## src/rtl/seg_scan_driver.sv

```systemverilog
// seg_scan_driver
// Time-multiplexed driver for the eight-digit seven-segment display.
// A 32-bit value is latched once per frame into a shadow register.
// Its nibbles are then scanned onto digits 0 (rightmost) through 7.
// Leading zeros can be blanked, and each digit has its own decimal point.
//
// Parameters:
//   SCAN_DIV  clock cycles per digit slot (>= 2)
//   BLANK_LZ  1 blanks leading zero digits, 0 shows all eight
// Ports:
//   clk1     board clock
//   rst      synchronous active-high reset
//   data     value to display, nibble k on digit k
//   dp_mask  per-digit decimal point enables, sampled with data
//   freeze   skips the frame-boundary capture while high
//   AN       digit enables, active-low
//   SEG      {dp, g..a}, active-low
module seg_scan_driver #(
    parameter int SCAN_DIV = 100000,
    parameter bit BLANK_LZ = 1'b1
) (
    input  logic        clk1,
    input  logic        rst,
    input  logic [31:0] data,
    input  logic [7:0]  dp_mask,
    input  logic        freeze,
    output logic [7:0]  AN,
    output logic [7:0]  SEG
);

    localparam int PW = $clog2(SCAN_DIV);
    localparam logic [PW-1:0] PRESC_MAX = PW'(SCAN_DIV - 1);

    logic [PW-1:0] presc_q, presc_d;
    logic [2:0]    idx_q, idx_d;
    logic [31:0]   shadowData_q, shadowData_d;
    logic [7:0]    shadowDp_q, shadowDp_d;
    logic [7:0]    an_q, an_d;
    logic [7:0]    seg_q, seg_d;

    logic          tick;
    logic [3:0]    nibble;
    logic [31:0]   upperBits;
    logic          blanked;

    // Hex digit to active-low gfedcba pattern.
    function automatic logic [6:0] segCode(input logic [3:0] n);
        logic [6:0] c;
        case (n)
            4'h0: c = 7'h40;
            4'h1: c = 7'h79;
            4'h2: c = 7'h24;
            4'h3: c = 7'h30;
            4'h4: c = 7'h19;
            4'h5: c = 7'h12;
            4'h6: c = 7'h02;
            4'h7: c = 7'h78;
            4'h8: c = 7'h00;
            4'h9: c = 7'h10;
            4'hA: c = 7'h08;
            4'hB: c = 7'h03;
            4'hC: c = 7'h46;
            4'hD: c = 7'h21;
            4'hE: c = 7'h06;
            default: c = 7'h0E;
        endcase
        return c;
    endfunction

    assign tick   = (presc_q == PRESC_MAX);
    assign nibble = shadowData_q[{idx_q, 2'b00} +: 4];

    // The current digit is a leading zero when it and everything above it are
    // zero. Digit 0 is always shown, so a zero value still displays as "0".
    assign upperBits = shadowData_q >> {idx_q, 2'b00};
    assign blanked   = BLANK_LZ && (idx_q != 3'd0) && (upperBits == 32'd0);

    // Prescaler, digit index and shadow capture.
    // The shadow only moves at the end of digit 7, so a frame never mixes two values.
    always_comb begin
        presc_d      = presc_q + PW'(1);
        idx_d        = idx_q;
        shadowData_d = shadowData_q;
        shadowDp_d   = shadowDp_q;
        if (tick) begin
            presc_d = '0;
            idx_d   = idx_q + 3'd1;
            if ((idx_q == 3'd7) && !freeze) begin
                shadowData_d = data;
                shadowDp_d   = dp_mask;
            end
        end
    end

    // Output pattern for the next cycle.
    // The tick cycle is forced dark, so the old digit's segments never
    // flash on the new anode while the index changes.
    always_comb begin
        an_d  = 8'hFF;
        seg_d = 8'hFF;
        if (!tick && !blanked) begin
            an_d  = ~(8'b1 << idx_q);
            seg_d = {~shadowDp_q[idx_q], segCode(nibble)};
        end
    end

    // State and output registers.
    // Reset restarts the scan at digit 0 with an empty shadow.
    always_ff @(posedge clk1) begin
        if (rst) begin
            presc_q      <= '0;
            idx_q        <= 3'd0;
            shadowData_q <= 32'd0;
            shadowDp_q   <= 8'd0;
            an_q         <= 8'hFF;
            seg_q        <= 8'hFF;
        end else begin
            presc_q      <= presc_d;
            idx_q        <= idx_d;
            shadowData_q <= shadowData_d;
            shadowDp_q   <= shadowDp_d;
            an_q         <= an_d;
            seg_q        <= seg_d;
        end
    end

    assign AN  = an_q;
    assign SEG = seg_q;

endmodule

```

## config.mk

```make
export PLATFORM = sky130hd
export DESIGN_NAME = seg_scan_driver
export DESIGN_NICKNAME = d
export VERILOG_FILES = /design/src/rtl/seg_scan_driver.sv
export SDC_FILE = /design/constraint.sdc
export NUM_CORES = 1
export LEC_CHECK = 0
export CORE_ASPECT_RATIO = 1.25
export CORE_UTILIZATION = 50
export CTS_CLUSTER_SIZE = 30
export DETAILED_ROUTE_END_ITERATION = 12
export PLACE_DENSITY = 0.82
export SLEW_MARGIN = 20
export SYNTH_ARGS = -nofsm -noshare
export SYNTH_HDL_FRONTEND = slang
export SYNTH_SLANG_ARGS = --single-unit
```

## constraint.sdc

```tcl
create_clock -name clk1 -period 3 [get_ports clk1]
set_input_delay 0.6 -clock clk1 [delete_from_list [all_inputs] [get_ports clk1]]
set_output_delay 0.6 -clock clk1 [all_outputs]
set_load 0.005 [all_outputs]
```

==> summary.txt <==
Run status
  • Status: finished clean

Timing
  • Worst-Margin Slew: ~860 ps
  • Fin. Hold Viols: 0
  • Unrepaired setup endpoints after global routing: no
  • Clk_skew: between 10 and 15 ps
  • Headroom to the max-slew limit: 42.9%
  • Setup Viol. Count Final: 0
  • Fmax: 401 MHz
  • Period utilization: between 80% and 90%
  • Final Max Slew Viols: 0
  • Post-layout min period: roughly 2500 ps
  • Fin Setup TNS: 0 ps

Setup path
  • Reg-to-reg startpoint: idx_q[0]$_SDFFE_PP0P_
  • Worst reg-to-reg path cell count: 7
  • Crit path kind: flip-flop to flip-flop
  • Critical Path Start: idx_q[0]$_SDFFE_PP0P_
  • Crit. End Element: flip-flop
  • Worst-path fanout max: 15
  • CP arrival: 2760 ps
  • Worst Path Required: ~3300 ps
  • Flop-to-flop setup slack: between 500 and 600 ps
  • Critical Path Source Type: flip-flop
  • Reg2reg end: SEG[5]$_SDFF_PP1_
  • Crit path capture: SEG[5]$_SDFF_PP1_

Yosys
  • Number of synthesized register bits: 76
  • Avg Inst Size Synth: about 8.8 um2
  • Sequential area share after synthesis: a little over two fifths
  • Netlist cell types: 52
  • Syn_nets: 470
  • Synth warn: 0
  • Synth Cell Area: ~3600 um2
  • Cells after Synth: between 400 and 500

Global route
  • Gr ovfl total: 0
  • Vias in the first global route: approximately 2.9k
  • Largest net degree at the start of global routing: 44
  • First-pass GRT wire length: between 10000 and 15000 um
  • All-Layer GR Usage: around 22%
  • Antenna violations before repair: 0

Clocking
  • # Post-CTS Setup Buffers: 0
  • # hold bufs at CTS: 0
  • Clock Root Buffer: clkbuf_8
  • Clk buf depth: 2
  • Post-cts resize count: 0
  • H-tree lvl count: 3
  • Worst-skew pair later-pin latency: between 300 and 400 ps
  • Clock Sinks: between 70 and 80
  • CTS tree: built
  • TritonCTS Buffers: 9
  • Clk pin slew, worst setup/hold paths: 70 ps

Drt
  • Final wirelength: 7840 um
  • DR vias: between 3k and 4k
  • DR vias/cell: 5.53
  • Drt pass-1 iters: 5
  • DRC Markers: 0
  • Max Used Layer: met4
  • Met1 Wirelength: 3400 um
  • Metal3 WL: about 350 um
  • First DRT Iteration DRCs: ~150
  • Metal2 WL: a little under 4000 um
  • Wire length per cell: between 10 and 15 um
  • Final antenna-violating net count: 0

Placed design
  • Total placed cells including tap cells: ~550
  • Buffers on Ports: 58
  • Final Wtd Congestion: 0.909
  • Post-DP HPWL: between 5000 and 6000 um

Final layout
  • Nets: 523
  • Layout cell share with drive strength beyond 1: under 10%
  • Most frequent cells in the layout: nand2_1 (93), dfxtp_1 (76), clkdlybuf4s50_1 (58), a21oi_1 (43), nor2_1 (33)
  • Final std cells w/o fill: between 500 and 600
  • Area delta synth->final: 23.7%
  • Most common cell after layout, fill and taps aside: nand2_1
  • Inserted Diodes: 0

Pwr
  • Internal Pwr Total: 1620 uW
  • Sw power: ~400 uW
  • Switch share: 19.5%
  • Pwr Density: between 400 and 500 nW/um2
  • Clock power frac: 44.6%
  • Flop pwr share: 50.7%
  • Power share of the combinational group: under 10%
  • VDD IR max: 292 uV
  • Total power: approximately 2000 uW
  • Lkg Pwr: 0.00162 uW

Floorplanning
  • Ports: 59
  • Die width: 78.4 um
  • Die Ht: 97.4 um
  • Rows: 34
  • CORE AREA: 7020 um2
  • Die area: between 7000 and 8000 um2
  • Starting Density: roughly 52%

Hold path
  • Hold path depth: 2
  • Hold/Removal Path Class: flip-flop to flip-flop

Flow run
  • Maxcap violations: 0
-- cell type report --
| cell class | count | area (um2) |
|---|---|---|
| repair buffers | 69 | 663 |
| clock buffers | 9 | 124 |
| flip-flops and latches | 76 | 1520 |
| multi-input cells | 305 | 1960 |
| well taps | 90 | 113 |
| fillers | 600 | 2510 |
| inverters | 7 | 26.3 |
| clock inverters | 5 | 103 |
-- state kept, by name, summed over array words and instances, names as in the netlist --
name and count:
AN 8, SEG 8, idx_q 3, presc_q 17, shadowData_q 32, shadowDp_q 8
-- worst max-delay path, stage by stage, from the launching register on --
cell and delay (ps):
dfxtp_1 490, mux4_2 560, mux2i_1 210, ha_1 260, o221ai_1 120, and4bb_1 320, a31oi_4 190, o221ai_1 260
-- how the worst min path moves through the flow --
stage | startpoint | end | slack (ps)
floorplan | shadowData_q[2]$_SDFFE_PP0P_ | shadowData_q[2]$_SDFFE_PP0P_ | 430
global placement | shadowDp_q[3]$_SDFFE_PP0P_ | shadowDp_q[3]$_SDFFE_PP0P_ | 440
detailed placement | shadowDp_q[0]$_SDFFE_PP0P_ | shadowDp_q[0]$_SDFFE_PP0P_ | 450
CTS | shadowDp_q[2]$_SDFFE_PP0P_ | shadowDp_q[2]$_SDFFE_PP0P_ | 460
global route | shadowDp_q[2]$_SDFFE_PP0P_ | shadowDp_q[2]$_SDFFE_PP0P_ | 480
finish | shadowDp_q[3]$_SDFFE_PP0P_ | shadowDp_q[3]$_SDFFE_PP0P_ | 460
-- cells in the mapped netlist (all sizes together) --
| library cell | n | area (um2) |
|---|---|---|
| nor3 | 8 | 40.0 |
| and4b | 1 | 10.0 |
| and2 | 1 | 6.26 |
| mux4 | 10 | 233 |
| xor2 | 9 | 78.8 |
| and4 | 1 | 8.76 |
| a31oi | 1 | 21.3 |
| nor4 | 8 | 50.1 |
| dfxtp | 76 | 1520 |
| nor4b | 2 | 17.5 |
| xnor2 | 7 | 61.3 |
| o21ai | 10 | 50.0 |
| and3 | 2 | 12.5 |
| a211o | 1 | 8.76 |
| nand2 | 93 | 349 |
| mux2i | 10 | 113 |
| or3b | 1 | 8.76 |
| clkbuf | 9 | 33.8 |
| a2111oi | 2 | 23.8 |
| o22ai | 4 | 31.3 |
| buf | 18 | 110 |
| o21bai | 1 | 7.51 |
| a21oi | 43 | 215 |
| and4bb | 1 | 12.5 |
| o41ai | 1 | 8.76 |
| and3b | 1 | 8.76 |
| nand4 | 4 | 25.0 |
| a211oi | 4 | 30.0 |
| nor3b | 3 | 22.5 |
| nor2 | 33 | 124 |
| a311oi | 2 | 23.8 |
| o32a | 1 | 10.0 |
| or2 | 1 | 6.26 |
| o221ai | 4 | 35.0 |
| ha | 12 | 150 |
| o32ai | 1 | 8.76 |
| o211ai | 6 | 50.1 |
| nand2b | 7 | 43.8 |
| nand3 | 8 | 40.0 |
| or3 | 1 | 6.26 |
| inv | 7 | 26.3 |
-- power groups by stage --
stage | Clock (uW) | Combinational (uW) | Sequential [uW]
6_report | 899 | 95.1 | 1020
3_3_place_gp | 0 | 93.7 | 1040
3_5_place_dp | 0 | 95.1 | 1040
4_1_cts | 910 | 95.5 | 1020
2_1_floorplan | 0 | 26.2 | 1040
5_1_grt | 957 | 104 | 1020
-- routing by layer --
metal | vias to the layer above | GRT usage [%]
li1 | 1559 | -
met5 | - | 0
met4 | 0 | 14.2
met2 | 102 | 36.3
met3 | 13 | 3.94
met1 | 1427 | 26.6
-- cell families (layout without fill, tap and decap cells) --
| kind of cell | Yosys count | after routing | share of synthesized area, % |
|---|---|---|---|
| simple gates | 176 | 176 | 21.7 |
| compound gates | 81 | 81 | 14.4 |
| flops | 76 | 76 | 41.8 |
| buf+inv | 34 | 90 | 4.67 |
| mux | 20 | 20 | 9.48 |
| xor+xnor | 16 | 16 | 3.85 |
| fa+ha+maj | 12 | 12 | 4.12 |
-- through the flow --
stage               utilization (%)  cell area, um2  hold WS (ps)  setup WS, ps
finish                         64.2            4510           457           504
global route                   64.2            4510           483           348
CTS                            64.2            4510           457           508
detailed placement             61.0            4280           449           527
global placement               61.0            4280           439           607
floorplan                         -            3640           428           335
Note: power is estimated with default switching activity, not from simulation.
